### config.mk
export PLATFORM = sky130hd
export DESIGN_NAME = vram_arbiter
export DESIGN_NICKNAME = d
export VERILOG_FILES = /design/src/rtl/vram_arbiter.sv
export SDC_FILE = /design/constraint.sdc
export NUM_CORES = 1
export LEC_CHECK = 0
export BUFFER_PORTS_ARGS = -buffer_cell sky130_fd_sc_hd__buf_2
export CAP_MARGIN = 20
export CORE_MARGIN = 5
export CORE_UTILIZATION = 46
export DETAILED_ROUTE_END_ITERATION = 8
export PLACE_DENSITY = 0.92
export SLEW_MARGIN = 15
export SYNTH_ARGS = -nofsm -noshare
export SYNTH_HDL_FRONTEND = slang
export SYNTH_SLANG_ARGS = --single-unit
### constraint.sdc
create_clock -name pixel_clk -period 5.2 [get_ports pixel_clk]
set_input_delay 0.52 -clock pixel_clk [delete_from_list [all_inputs] [get_ports pixel_clk]]
set_output_delay 0.52 -clock pixel_clk [all_outputs]
set_load 0.03 [all_outputs]
### src/rtl/vram_arbiter.sv
// ---------------------------------------------------------------------------
// vram_arbiter
//
// Purpose:
//   Shares one single-port synchronous video RAM between two requesters in
//   the pixel_clk domain:
//     - the display pixel fetcher, which has fixed highest priority and is
//       never stalled (at most one read per cycle);
//     - the game-logic/CPU port, a level req / pulse ack handshake that is
//       only served in cycles the display leaves free (and, when BLANK_ONLY
//       is set, only while the display is blanking).
//   The RAM returns read data one cycle after the access, so a one-bit tag
//   remembers who issued the read in flight and steers mem_rdata back to
//   the right requester.
//
// Parameters:
//   ADDR_W       RAM word address width
//   DATA_W       RAM word width
//   BLANK_ONLY   1 = CPU served only while disp_ena==0, 0 = any free cycle
//   STALL_LIMIT  CPU wait cycles after which cpu_starved is raised
//
// Ports:
//   pixel_clk    in   clock, all logic on the rising edge
//   reset        in   synchronous active-high reset
//   disp_ena     in   display-active flag from the VGA timing generator
//   disp_req     in   display read strobe
//   disp_addr    in   display read address
//   disp_rvalid  out  display read data valid, 2 cycles after disp_req
//   disp_rdata   out  display read data
//   cpu_req      in   CPU request level, held until cpu_ack
//   cpu_we       in   CPU write (1) / read (0)
//   cpu_addr     in   CPU address
//   cpu_wdata    in   CPU write data
//   cpu_ack      out  one-cycle completion pulse
//   cpu_rdata    out  CPU read data, valid with cpu_ack on reads
//   cpu_starved  out  sticky flag: a CPU wait reached STALL_LIMIT
//   mem_en       out  RAM access enable
//   mem_we       out  RAM write enable
//   mem_addr     out  RAM address
//   mem_wdata    out  RAM write data
//   mem_rdata    in   RAM read data, valid the cycle after a read
// ---------------------------------------------------------------------------
module vram_arbiter #(
  parameter int ADDR_W      = 16,
  parameter int DATA_W      = 8,
  parameter int BLANK_ONLY  = 0,
  parameter int STALL_LIMIT = 1024
) (
  input  logic              pixel_clk,
  input  logic              reset,
  input  logic              disp_ena,
  input  logic              disp_req,
  input  logic [ADDR_W-1:0] disp_addr,
  output logic              disp_rvalid,
  output logic [DATA_W-1:0] disp_rdata,
  input  logic              cpu_req,
  input  logic              cpu_we,
  input  logic [ADDR_W-1:0] cpu_addr,
  input  logic [DATA_W-1:0] cpu_wdata,
  output logic              cpu_ack,
  output logic [DATA_W-1:0] cpu_rdata,
  output logic              cpu_starved,
  output logic              mem_en,
  output logic              mem_we,
  output logic [ADDR_W-1:0] mem_addr,
  output logic [DATA_W-1:0] mem_wdata,
  input  logic [DATA_W-1:0] mem_rdata
);

  localparam int               CNT_W     = $clog2(STALL_LIMIT + 1);
  localparam logic [CNT_W-1:0] STALL_MAX = CNT_W'(STALL_LIMIT);
  localparam logic [CNT_W-1:0] CNT_ONE   = CNT_W'(1);

  // Read tag values: who owns the read currently returning from the RAM.
  localparam logic TAG_DISP = 1'b0;
  localparam logic TAG_CPU  = 1'b1;

  typedef enum logic [1:0] {
    IDLE    = 2'd0,
    WR_ACK  = 2'd1,
    RD_WAIT = 2'd2,
    RD_ACK  = 2'd3
  } state_e;

  state_e            state_q, state_d;
  logic              rd_vld_q, rd_vld_d;
  logic              rd_tag_q, rd_tag_d;
  logic              disp_rvalid_q, disp_rvalid_d;
  logic [DATA_W-1:0] disp_rdata_q, disp_rdata_d;
  logic              cpu_ack_q, cpu_ack_d;
  logic [DATA_W-1:0] cpu_rdata_q, cpu_rdata_d;
  logic [CNT_W-1:0]  stall_cnt_q, stall_cnt_d;
  logic              cpu_starved_q, cpu_starved_d;

  logic              blank_ok;
  logic              disp_grant;
  logic              cpu_grant;

  // Grant decision for the current cycle. The display wins whenever it asks;
  // the CPU only gets a free cycle while the FSM is idle, and optionally only
  // during blanking. Reset suppresses both grants so the RAM sees no access
  // at all while reset is held.
  always_comb begin
    blank_ok   = (BLANK_ONLY == 0) || !disp_ena;
    disp_grant = disp_req && !reset;
    cpu_grant  = (state_q == IDLE) && cpu_req && !disp_req && blank_ok && !reset;
  end

  // RAM port drive, purely combinational from this cycle's grant. Address and
  // write data are forced to zero when nobody owns the port so the bus is
  // quiet and easy to follow on a waveform.
  always_comb begin
    mem_en    = 1'b0;
    mem_we    = 1'b0;
    mem_addr  = '0;
    mem_wdata = '0;
    if (disp_grant) begin
      mem_en   = 1'b1;
      mem_addr = disp_addr;
    end else if (cpu_grant) begin
      mem_en   = 1'b1;
      mem_we   = cpu_we;
      mem_addr = cpu_addr;
      if (cpu_we) begin
        mem_wdata = cpu_wdata;
      end
    end
  end

  // CPU transaction FSM. A write completes the cycle after its grant; a read
  // waits one cycle for the RAM data, captures it, and acks the cycle after.
  // No new CPU grant is possible outside IDLE, which is what limits write
  // throughput to one per two cycles and reads to one per three.
  always_comb begin
    state_d   = state_q;
    cpu_ack_d = 1'b0;
    unique case (state_q)
      IDLE: begin
        if (cpu_grant) begin
          if (cpu_we) begin
            state_d   = WR_ACK;
            cpu_ack_d = 1'b1;
          end else begin
            state_d = RD_WAIT;
          end
        end
      end
      WR_ACK: begin
        state_d = IDLE;
      end
      RD_WAIT: begin
        state_d   = RD_ACK;
        cpu_ack_d = 1'b1;
      end
      RD_ACK: begin
        state_d = IDLE;
      end
      default: begin
        state_d = IDLE;
      end
    endcase
  end

  // Read return routing. The tag and valid bit describe the read issued last
  // cycle, which is exactly the read whose data is on mem_rdata now, so a
  // display read interleaved with a CPU read can never be mis-delivered.
  // Both read data registers hold their value between deliveries.
  always_comb begin
    rd_vld_d      = disp_grant || (cpu_grant && !cpu_we);
    rd_tag_d      = disp_grant ? TAG_DISP : TAG_CPU;
    if (!rd_vld_d) begin
      rd_tag_d = TAG_DISP;
    end
    disp_rvalid_d = rd_vld_q && (rd_tag_q == TAG_DISP);
    disp_rdata_d  = disp_rdata_q;
    cpu_rdata_d   = cpu_rdata_q;
    if (disp_rvalid_d) begin
      disp_rdata_d = mem_rdata;
    end
    if (rd_vld_q && (rd_tag_q == TAG_CPU)) begin
      cpu_rdata_d = mem_rdata;
    end
  end

  // Starvation monitor. Every idle cycle in which the CPU is asking but is
  // not granted counts as a stall; the count saturates at STALL_LIMIT and is
  // cleared by a grant. Reaching the limit sets a flag that only reset clears.
  always_comb begin
    stall_cnt_d = stall_cnt_q;
    if (cpu_grant) begin
      stall_cnt_d = '0;
    end else if ((state_q == IDLE) && cpu_req && (stall_cnt_q < STALL_MAX)) begin
      stall_cnt_d = stall_cnt_q + CNT_ONE;
    end
    cpu_starved_d = cpu_starved_q || (stall_cnt_d == STALL_MAX);
  end

  // State register. A synchronous reset drops any pending ack or display
  // data-valid; the requester has to re-issue its access afterwards.
  always_ff @(posedge pixel_clk) begin
    if (reset) begin
      state_q       <= IDLE;
      rd_vld_q      <= 1'b0;
      rd_tag_q      <= TAG_DISP;
      disp_rvalid_q <= 1'b0;
      disp_rdata_q  <= '0;
      cpu_ack_q     <= 1'b0;
      cpu_rdata_q   <= '0;
      stall_cnt_q   <= '0;
      cpu_starved_q <= 1'b0;
    end else begin
      state_q       <= state_d;
      rd_vld_q      <= rd_vld_d;
      rd_tag_q      <= rd_tag_d;
      disp_rvalid_q <= disp_rvalid_d;
      disp_rdata_q  <= disp_rdata_d;
      cpu_ack_q     <= cpu_ack_d;
      cpu_rdata_q   <= cpu_rdata_d;
      stall_cnt_q   <= stall_cnt_d;
      cpu_starved_q <= cpu_starved_d;
    end
  end

  assign disp_rvalid = disp_rvalid_q;
  assign disp_rdata  = disp_rdata_q;
  assign cpu_ack     = cpu_ack_q;
  assign cpu_rdata   = cpu_rdata_q;
  assign cpu_starved = cpu_starved_q;

endmodule

==> results.cfg <==
[clocking]
cts_buffers = 5
cts_buffer_depth = 2
postCtsSetupBuffers = 0
clock-root-buffer = clkbuf_4
cts_hold_buf = 0
cts.sinks = 34
htree_levels = 2
cts_tree = built
clk_pin_slew_worst_paths_ps = 110
cts-resized-gates = 0
clk-insertion-delay-late_ps = 340

[sta]
tightestPinTransition_ps = 1020
max_slew_margin_pct = 31.7
maxSlewViolCount = 0
fin_worst_skew_ps = 16.4
period_share_pct = 55.2
hold_violations = 0
setup-violations-final = 0
rsz0062_at_grt = no
fmax_mhz = 348
min_period_ps = 2870
fin_tns_setup_ps = 0

[synth]
yosys-top-cells-count = dfxtp_1 (34), nand2_1 (33), a21oi_1 (21)
yosys.area.top_type_share_pct = 41.4
synthArstFlopShare_pct = 0
netlist_area_sq_mm = 0.00164
syn-num-nets = 253
seq_area_frac_synth_pct = 41.4
netlist_instances = 198
synth.area.top_cells = dfxtp_1 (41%), a22o_1 (8.5%), nand2_1 (7.5%)
yosysMostFrequentCell = dfxtp_1
synth-main-ff-cell = dfxtp_1
yosys_warnings = 0
synth_cell_types = 35
syn_avg_cell_area_sq_um = 8.30
yosys.area.top_type = dfxtp_1
synth-seq-cells = 34
synth_edf_count = 0

[power]
fin_total_pwr_mw = 0.536
peakVddDrop_uv = 142
pwr_density_cell_mw_per_mm2 = 243
leakage_nw = 1.07

[final_layout]
area_delta_synth_final_pct = 34.2
n_antenna_cell = 0
nFillCells = 288
drive_gt1_share_pct = 38.8
nets = 345

[routing]
vias_per_cell = 5.40
ant_nets = 0
wl_per_cell_um = 14.1
dr_total_vias = 1819
route.detailed.drc = 0
drt_iter0_drc = 103
drtPass1Iterations = 4
drt_wl_total_mm = 4.74

[die]
initial_core_util_pct = 48.5
coreArea_sq_mm = 0.00339
dieWidth_um = 69.8
std_cell_rows = 21
die-area_sq_mm = 0.00487
die_height_um = 69.8
ioPinCount = 99

[place]
place_congestion = 0.767
numPortBuffers = 97
post-dp-hpwl_mm = 3.75

[global_routing]
antenna_found_initial = 0
grt_pass1_vias = 1791
grt_start_max_net_pins = 28
track_usage_pct = 19.1
grt_pass1_wl_mm = 7.58
gr-total-overflow = 0

[setup_path]
crit_type = reg -> out
slowest_delay_ps = 680
reg2reg_depth = 5
crit_chain = or3b_1 -> nor3_4 -> and2_1 -> buf_2
crit_required_ps = 4680
crit_path_end_kind = output port
cp_max_fo = 27
critPathSlowestCell = nor3_4
startpoint_type = flip-flop
cp.arrival_ps = 2350

[run]
maxCapViolations = 0

[hold_path]
worstHoldPathCells = 3
min_path_type = in -> reg

[status]
run_status = completed
[where the power goes]
part           leakage (nW)  switching [mW]  total (mW)  internal, mW
Clock                0.0343          0.0913       0.156        0.0650
Sequential            0.276         0.00701       0.275         0.268
Combinational         0.761          0.0658       0.105        0.0393
Total                  1.07           0.164       0.536         0.372
[kinds of logic (layout without fill, tap and decap cells)]
| kind of cell | count (synthesis) | after routing | share of synthesized area (%) |
|---|---|---|---|
| mux | 1 | 1 | 0.609 |
| simple gates | 89 | 89 | 28.2 |
| fa+ha+maj | 1 | 1 | 0.761 |
| xor+xnor | 9 | 9 | 4.80 |
| compound gates | 48 | 48 | 20.6 |
| flops | 34 | 34 | 41.4 |
| buf+inv | 16 | 109 | 3.66 |
[state kept, by name, indices dropped and copies added, names as in the netlist]
| name | flops |
|---|---|
| disp_rdata | 8 |
| rd_tag_q | 1 |
| disp_rvalid | 1 |
| cpu_rdata | 8 |
| cpu_starved | 1 |
| state_q | 2 |
| cpu_ack | 1 |
| stall_cnt_q | 11 |
| rd_vld_q | 1 |
[per-layer routing]
layer  global-route usage, %  part of all wire, %  wire [um]  vias to the layer above
li1                        -                    -          -                      898
met1                    20.0                   38       1820                      826
met2                    34.7                   51       2420                       80
met3                    4.20                  7.3        345                       15
met4                    10.6                  3.1        148                        0
met5                       0                    0          0                        -
[metrics by stage]
stage	std cells	worst slack (ps)	hold WS [ps]	utilization (%)	cell area, sq um
2_1_floorplan	198	2840	479	-	1640
3_3_place_gp	329	2480	439	63.2	2140
3_5_place_dp	329	2440	447	63.2	2140
4_1_cts	337	2310	417	65.0	2200
5_1_grt	337	2180	416	65.0	2200
6_report	337	2330	418	65.0	2200
[path summary, 6_finish.rpt]
check | slack [ps] | startpoint | to
setup / recovery | 2330 | state_q[1] | mem_we
hold / removal | 420 | mem_rdata[3] | disp_rdata[3]
setup reg to reg | 2890 | state_q[1] | cpu_starved
hold reg to reg | 460 | cpu_rdata[3] | cpu_rdata[3]
[critical path, delay by kind of cell (launching register included)]
| kind | cells | cell delay, ps |
|---|---|---|
| buf+inv | 1 | 220 |
| simple gates | 3 | 1410 |
| flops | 1 | 370 |
[placed cells by master (no fill, tap or decap), types with 2 or more instances in the layout]
| master | instances |
|---|---|
| and3_1 | 10 |
| or2_2 | 3 |
| a21oi_1 | 21 |
| dfxtp_1 | 34 |
| o21a_1 | 3 |
| a22o_1 | 16 |
| nand3_1 | 12 |
| nor3_4 | 2 |
| xor2_1 | 4 |
| nand4_1 | 4 |
| nor4_1 | 2 |
| nor2_1 | 14 |
| clkbuf_4 | 5 |
| buf_2 | 97 |
| xnor2_1 | 5 |
| inv_1 | 4 |
| nand2_1 | 33 |
| o21bai_1 | 2 |
[area by class of cell]
cell class,instances,area [sq um],area share [%]
timing repair buffer,97,485,22.0
multi-input combinational,148,902,40.9
clock inverter,2,12.5,0.568
inverter,4,15.0,0.681
tap,46,57.6,2.61
clock buffer,6,51.3,2.33
sequential,34,681,30.9
Note: power is estimated with default switching activity, not from simulation.
